[config.mk]
export PLATFORM = sky130hd
export DESIGN_NAME = clk_div_prog
export DESIGN_NICKNAME = d
export VERILOG_FILES = /design/src/rtl/clk_div_pkg.sv /design/src/rtl/clk_div_duty_fix.sv /design/src/rtl/clk_div_prog.sv
export SDC_FILE = /design/constraint.sdc
export NUM_CORES = 1
export LEC_CHECK = 0
export ABC_AREA = 1
export CORE_UTILIZATION = 55
export DETAILED_ROUTE_END_ITERATION = 8
export GPL_TIMING_DRIVEN = 0
export PLACE_DENSITY = 0.82
export SYNTH_ARGS = -nofsm -noshare
export SYNTH_HDL_FRONTEND = slang
export SYNTH_SLANG_ARGS = --single-unit
[constraint.sdc]
create_clock -name clk -period 2.1 [get_ports clk]
set_clock_uncertainty 0.05 [all_clocks]
set_input_delay 0.63 -clock clk [delete_from_list [all_inputs] [get_ports clk]]
set_output_delay 0.63 -clock clk [all_outputs]
set_load 0.05 [all_outputs]
[src/rtl/clk_div_pkg.sv]
// Shared types and helpers for the programmable clock divider.
// Divisor values below DIV_MIN are clamped so a period always has a high and a low phase.
package clk_div_pkg;

  typedef enum logic {
    IDLE = 1'b0,
    RUN  = 1'b1
  } state_t;

  localparam int DIV_MIN = 2;

  function automatic logic [31:0] clamp_div(input logic [31:0] d);
    return (d < 32'(DIV_MIN)) ? 32'(DIV_MIN) : d;
  endfunction

endpackage

[src/rtl/clk_div_duty_fix.sv]
// Stretches the posedge-generated clock by half a source cycle for odd divisors (50 % duty).
// Combinational OR of the posedge register and a negedge copy; the negedge term is gated off for even divisors.
module clk_div_duty_fix (
  input  logic clk,
  input  logic rst,
  input  logic i_clk_pos,
  input  logic i_odd,
  output logic o_clk_out
);

  logic r_clk_neg;

  always_ff @(negedge clk or posedge rst) begin
    if (rst) begin
      r_clk_neg <= 1'b0;
    end else begin
      r_clk_neg <= i_clk_pos;
    end
  end

  // r_clk_neg is low whenever a period boundary changes i_odd, so the gate cannot glitch.
  assign o_clk_out = i_clk_pos | (r_clk_neg & i_odd);

endmodule

[src/rtl/clk_div_prog.sv]
// Programmable divider: clk_out period = clamp(div) clk cycles; start, stop and divisor swaps only on period boundaries.
// Outputs rise one edge after en is sampled high; CLK_DIV_DUTY50_EN adds half-cycle stretch for odd divisors.
module clk_div_prog
  import clk_div_pkg::*;
#(
  parameter int WIDTH = 8
) (
  input  logic             clk,
  input  logic             rst,
  input  logic             en,
  input  logic [WIDTH-1:0] div,
  output logic             clk_out,
  output logic             tick,
  output logic             busy
);

  state_t           r_state;
  state_t           w_state_nxt;
  logic [WIDTH-1:0] r_cnt;
  logic [WIDTH-1:0] w_cnt_nxt;
  logic [WIDTH-1:0] r_div_act;
  logic [WIDTH-1:0] w_div_act_nxt;
  logic             r_clk_out;
  logic             w_clk_out_nxt;
  logic             r_tick;
  logic             w_tick_nxt;

  logic [WIDTH-1:0] w_div_clamp;
  logic [WIDTH-1:0] w_half;
  logic [WIDTH-1:0] w_cnt_inc;
  logic             w_last;

  assign w_div_clamp = WIDTH'(clamp_div(32'(div)));
  assign w_half      = r_div_act >> 1;
  assign w_cnt_inc   = r_cnt + WIDTH'(1);
  assign w_last      = (r_cnt == (r_div_act - WIDTH'(1)));

  always_comb begin
    w_state_nxt   = r_state;
    w_cnt_nxt     = r_cnt;
    w_div_act_nxt = r_div_act;
    w_clk_out_nxt = 1'b0;
    w_tick_nxt    = 1'b0;
    case (r_state)
      IDLE: begin
        w_cnt_nxt = '0;
        if (en) begin
          w_state_nxt   = RUN;
          w_div_act_nxt = w_div_clamp;
          w_clk_out_nxt = 1'b1;
          w_tick_nxt    = 1'b1;
        end
      end
      RUN: begin
        if (w_last) begin
          w_cnt_nxt = '0;
          if (en) begin
            w_div_act_nxt = w_div_clamp;
            w_clk_out_nxt = 1'b1;
            w_tick_nxt    = 1'b1;
          end else begin
            w_state_nxt = IDLE;
          end
        end else begin
          w_cnt_nxt     = w_cnt_inc;
          w_clk_out_nxt = (w_cnt_inc < w_half);
        end
      end
      default: begin
        w_state_nxt = IDLE;
        w_cnt_nxt   = '0;
      end
    endcase
  end

  always_ff @(posedge clk or posedge rst) begin
    if (rst) begin
      r_state   <= IDLE;
      r_cnt     <= '0;
      r_div_act <= WIDTH'(DIV_MIN);
      r_clk_out <= 1'b0;
      r_tick    <= 1'b0;
    end else begin
      r_state   <= w_state_nxt;
      r_cnt     <= w_cnt_nxt;
      r_div_act <= w_div_act_nxt;
      r_clk_out <= w_clk_out_nxt;
      r_tick    <= w_tick_nxt;
    end
  end

  assign tick = r_tick;
  assign busy = (r_state == RUN);

`ifdef CLK_DIV_DUTY50_EN
  clk_div_duty_fix u_duty_fix (
    .clk       (clk),
    .rst       (rst),
    .i_clk_pos (r_clk_out),
    .i_odd     (r_div_act[0]),
    .o_clk_out (clk_out)
  );
`else
  assign clk_out = r_clk_out;
`endif

endmodule

==> impl_metrics.env <==
export IMPL_status="finished clean"
export IMPL_slew_violations=0
export IMPL_synth_top_area_cell="dfrtp_1"
export IMPL_period_needed_ns=1.987
export IMPL_grt_total_usage_pct=23.56
export IMPL_setup_tns_ns=0
export IMPL_yosys_warnings=0
export IMPL_syn_area_mm2=0.001308
export IMPL_synth_top_area_share_pct=34.45
export IMPL_grt_overflow=0
export IMPL_whs_endpoint="r_div_act[1]"
export IMPL_max_freq_ghz=0.5034
export IMPL_port_buffer_count=12
export IMPL_cts_max_level=1
export IMPL_core_mm2=0.002233
export IMPL_synth_seq_cells=19
export IMPL_dp_hpwl_um=2037
export IMPL_detail_route_antenna_nets=0
export IMPL_antenna_found_initial=0
export IMPL_rows=17
export IMPL_design_area_mm2=0.001598
export IMPL_die_area_mm2=0.002576
export IMPL_clk_path_buf_depth=2
export IMPL_synthTopCellsByArea="dfrtp_1, nand2_1, ha_1, inv_1, nand3_1"
export IMPL_die_h_um=50.76
export IMPL_internal_power_mw=0.4582
export IMPL_path_max_fanout=7
export IMPL_diodes=0
export IMPL_wirelength_um=2790
export IMPL_first_pass_iters=4
export IMPL_clock_latency_ns=0.30
export IMPL_dieWidth_um=50.76
export IMPL_path_clk_slew_ns=0.10
export IMPL_post_route_drc_count=0
export IMPL_setup_violations=0
export IMPL_dpl_instance_area_mm2=0.001463
export IMPL_clock_root_buffer="clkbuf_4"
export IMPL_synthArstFlopShare_pct=100.0
export IMPL_grt_start_max_net_pins=20
export IMPL_vias=1213
export IMPL_clock_sinks=19
export IMPL_cp_end_kind="flop"
export IMPL_gp_congestion=0.8701
export IMPL_drive_gt1_share_pct=14.98
export IMPL_maxCapViolCount=0
export IMPL_hp_start="r_div_act[1]"
export IMPL_switching_power_mw=0.1277
export IMPL_worstSetupPathType="reg -> reg"
export IMPL_grt_pass1_vias=1081
export IMPL_worst_r2r_endpoint="r_div_act[1]"
export IMPL_cts_inserted_buffers=3
export IMPL_power_density_mw_per_mm2=366.7
export IMPL_vias_per_cell=5.162
export IMPL_period_share_pct=94.60
export IMPL_nets=227
export IMPL_synth_common_cells="nand2_1, inv_1, nor2_1, nand3_1, dfrtp_1"
export IMPL_cts_tree="yes"
export IMPL_power_frac_comb_pct=6.0
export IMPL_cts_hold_buffers_added=0
export IMPL_synth_cell_types=24
export IMPL_hold_viol_final=0
export IMPL_worstMarginPinSlew_ns=0.7185
export IMPL_finalNonFillerCells=235
export IMPL_hold_path_class="reg -> reg"
export IMPL_avgSynthCellArea_um2=7.145
export IMPL_synth_ff_type="dfrtp_1"
export IMPL_place_ws_ns=0.1051
export IMPL_ir_worst_vdd_v=0.0003779
export IMPL_rr_worst_depth=14
export IMPL_io_pins=14
export IMPL_syn_instance_count=183
export IMPL_power_total_mw=0.5858
export IMPL_start_kind="flop"
export IMPL_r2r_start="r_div_act[1]"
export IMPL_min_path_cells=2
export IMPL_initial_core_util_pct=58.54
export IMPL_arrival_ns=2.19
export IMPL_dp_cells=223
export IMPL_synth_nets=202
export IMPL_worst_slack_ns=0.1134
export IMPL_grt_pass1_wl_um=4519
export IMPL_wl_per_cell_um=11.87
export IMPL_p_leak_nw=0.8403
export IMPL_netSwitchingFraction_pct=21.79
export IMPL_synth_edf_count=0
export IMPL_worstPathRequired_ns=2.30
export IMPL_clkPwrFrac_pct=31.6
export IMPL_reg2reg_slack_ns=0.11
export IMPL_seqPwrFrac_pct=62.4
export IMPL_area_growth_pct=22.20
export IMPL_yosys_cell_count_top_type="nand2_1"
export IMPL_slew_headroom_pct=52.05
export IMPL_ys_seq_area_share_pct=36.46
export IMPL_drt_iter0_drc=16
-- area by class of cell --
class,instances,area [um2]
buffer,3,25.02
clock buffer,4,26.28
fill,178,635.6
inverter,26,97.59
multi-input combinational,135,739.5
sequential,19,476.7
tap,28,35.03
timing repair buffer,20,197.7
-- kinds of logic (layout without fill, tap and decap cells) --
kind of cell    Yosys count  count (layout)  share of synthesized area (%)
buf+inv                  29              53                          9.377
simple gates            108             108                          36.46
fa+ha+maj                 8               8                          7.656
xor+xnor                  7               7                          4.689
flops                    19              19                          36.46
compound gates           12              12                          5.359
-- cell usage in the layout, fill, tap and decap left out, drive strengths merged --
cell type | netlist | layout
nand2 | 60 | 60
inv | 26 | 26
nor2 | 24 | 24
nand3 | 20 | 20
dfrtp | 18 | 18
clkdlybuf4s50 | 0 | 9
buf | 2 | 9
ha | 8 | 8
clkbuf | 1 | 6
xor2 | 5 | 5
o21ai | 5 | 5
a21oi | 4 | 4
dlygate4sd2 | 0 | 3
xnor2 | 2 | 2
nor3 | 2 | 2
nor3b | 1 | 1
a31o | 1 | 1
or2 | 1 | 1
o31a | 1 | 1
o21bai | 1 | 1
dfstp | 1 | 1
-- worst max-delay path by stage --
stage / start / endpoint
2_1_floorplan: r_div_act[1] / r_div_act[3]
3_3_place_gp: r_div_act[1] / r_div_act[7]
3_5_place_dp: r_div_act[0] / clk_out
4_1_cts: r_div_act[0] / clk_out
5_1_grt: r_div_act[1] / r_div_act[6]
6_report: r_div_act[1] / r_div_act[1]
-- flip-flops by register name, summed over array words and instances, names as in the netlist --
signal and flops:
r_cnt 8, clk_out 1, tick 1, busy 1, r_div_act 8
-- repair_timing --
action,4_1_cts,5_1_grt
buffers inserted,0,7
gates resized for setup,3,10
gates cloned,0,1
pin swaps,0,5
endpoints found under the hold margin,0,0
setup endpoints to repair,3,19
-- routing by layer --
metal  part of all wire [%]  global-route usage (%)  up-vias
li1                       -                       -      621
met1                     45                   29.81      557
met2                     49                   40.00       28
met3                    4.2                   3.030        7
met4                    1.9                   10.19        0
met5                      0                       0        -
-- power groups by stage --
stage / Clock, mW / Sequential [mW] / Combinational, mW
floorplan: 0 / 0.373 / 0.0127
detailed placement: 0 / 0.373 / 0.0341
CTS: 0.186 / 0.366 / 0.0341
global placement: 0 / 0.373 / 0.0330
global route: 0.203 / 0.366 / 0.0389
finish: 0.185 / 0.366 / 0.0349
-- metrics by stage --
| step | hold slack [ns] | utilization [%] |
|---|---|---|
| finish | 0.4501 | 71.54 |
| global placement | 0.4353 | 65.49 |
| global route | 0.4652 | 71.54 |
| CTS | 0.4567 | 66.50 |
| detailed placement | 0.4407 | 65.49 |
| floorplan | 0.4147 | - |
-- worst max-delay path, cell delays in order, from the launching register on --
cell and delay [ns]:
dfstp_2 0.58, inv_1 0.07, ha_4 0.16, inv_2 0.05
nor2_1 0.06, nand2_1 0.07, nand2_1 0.05, nand2_1 0.06
nand3_1 0.07, nor2_1 0.11, nand2_1 0.11, nand2_4 0.18
buf_4 0.16, nand3_1 0.08, nand2_1 0.09
(Power assumes the default switching activity.)
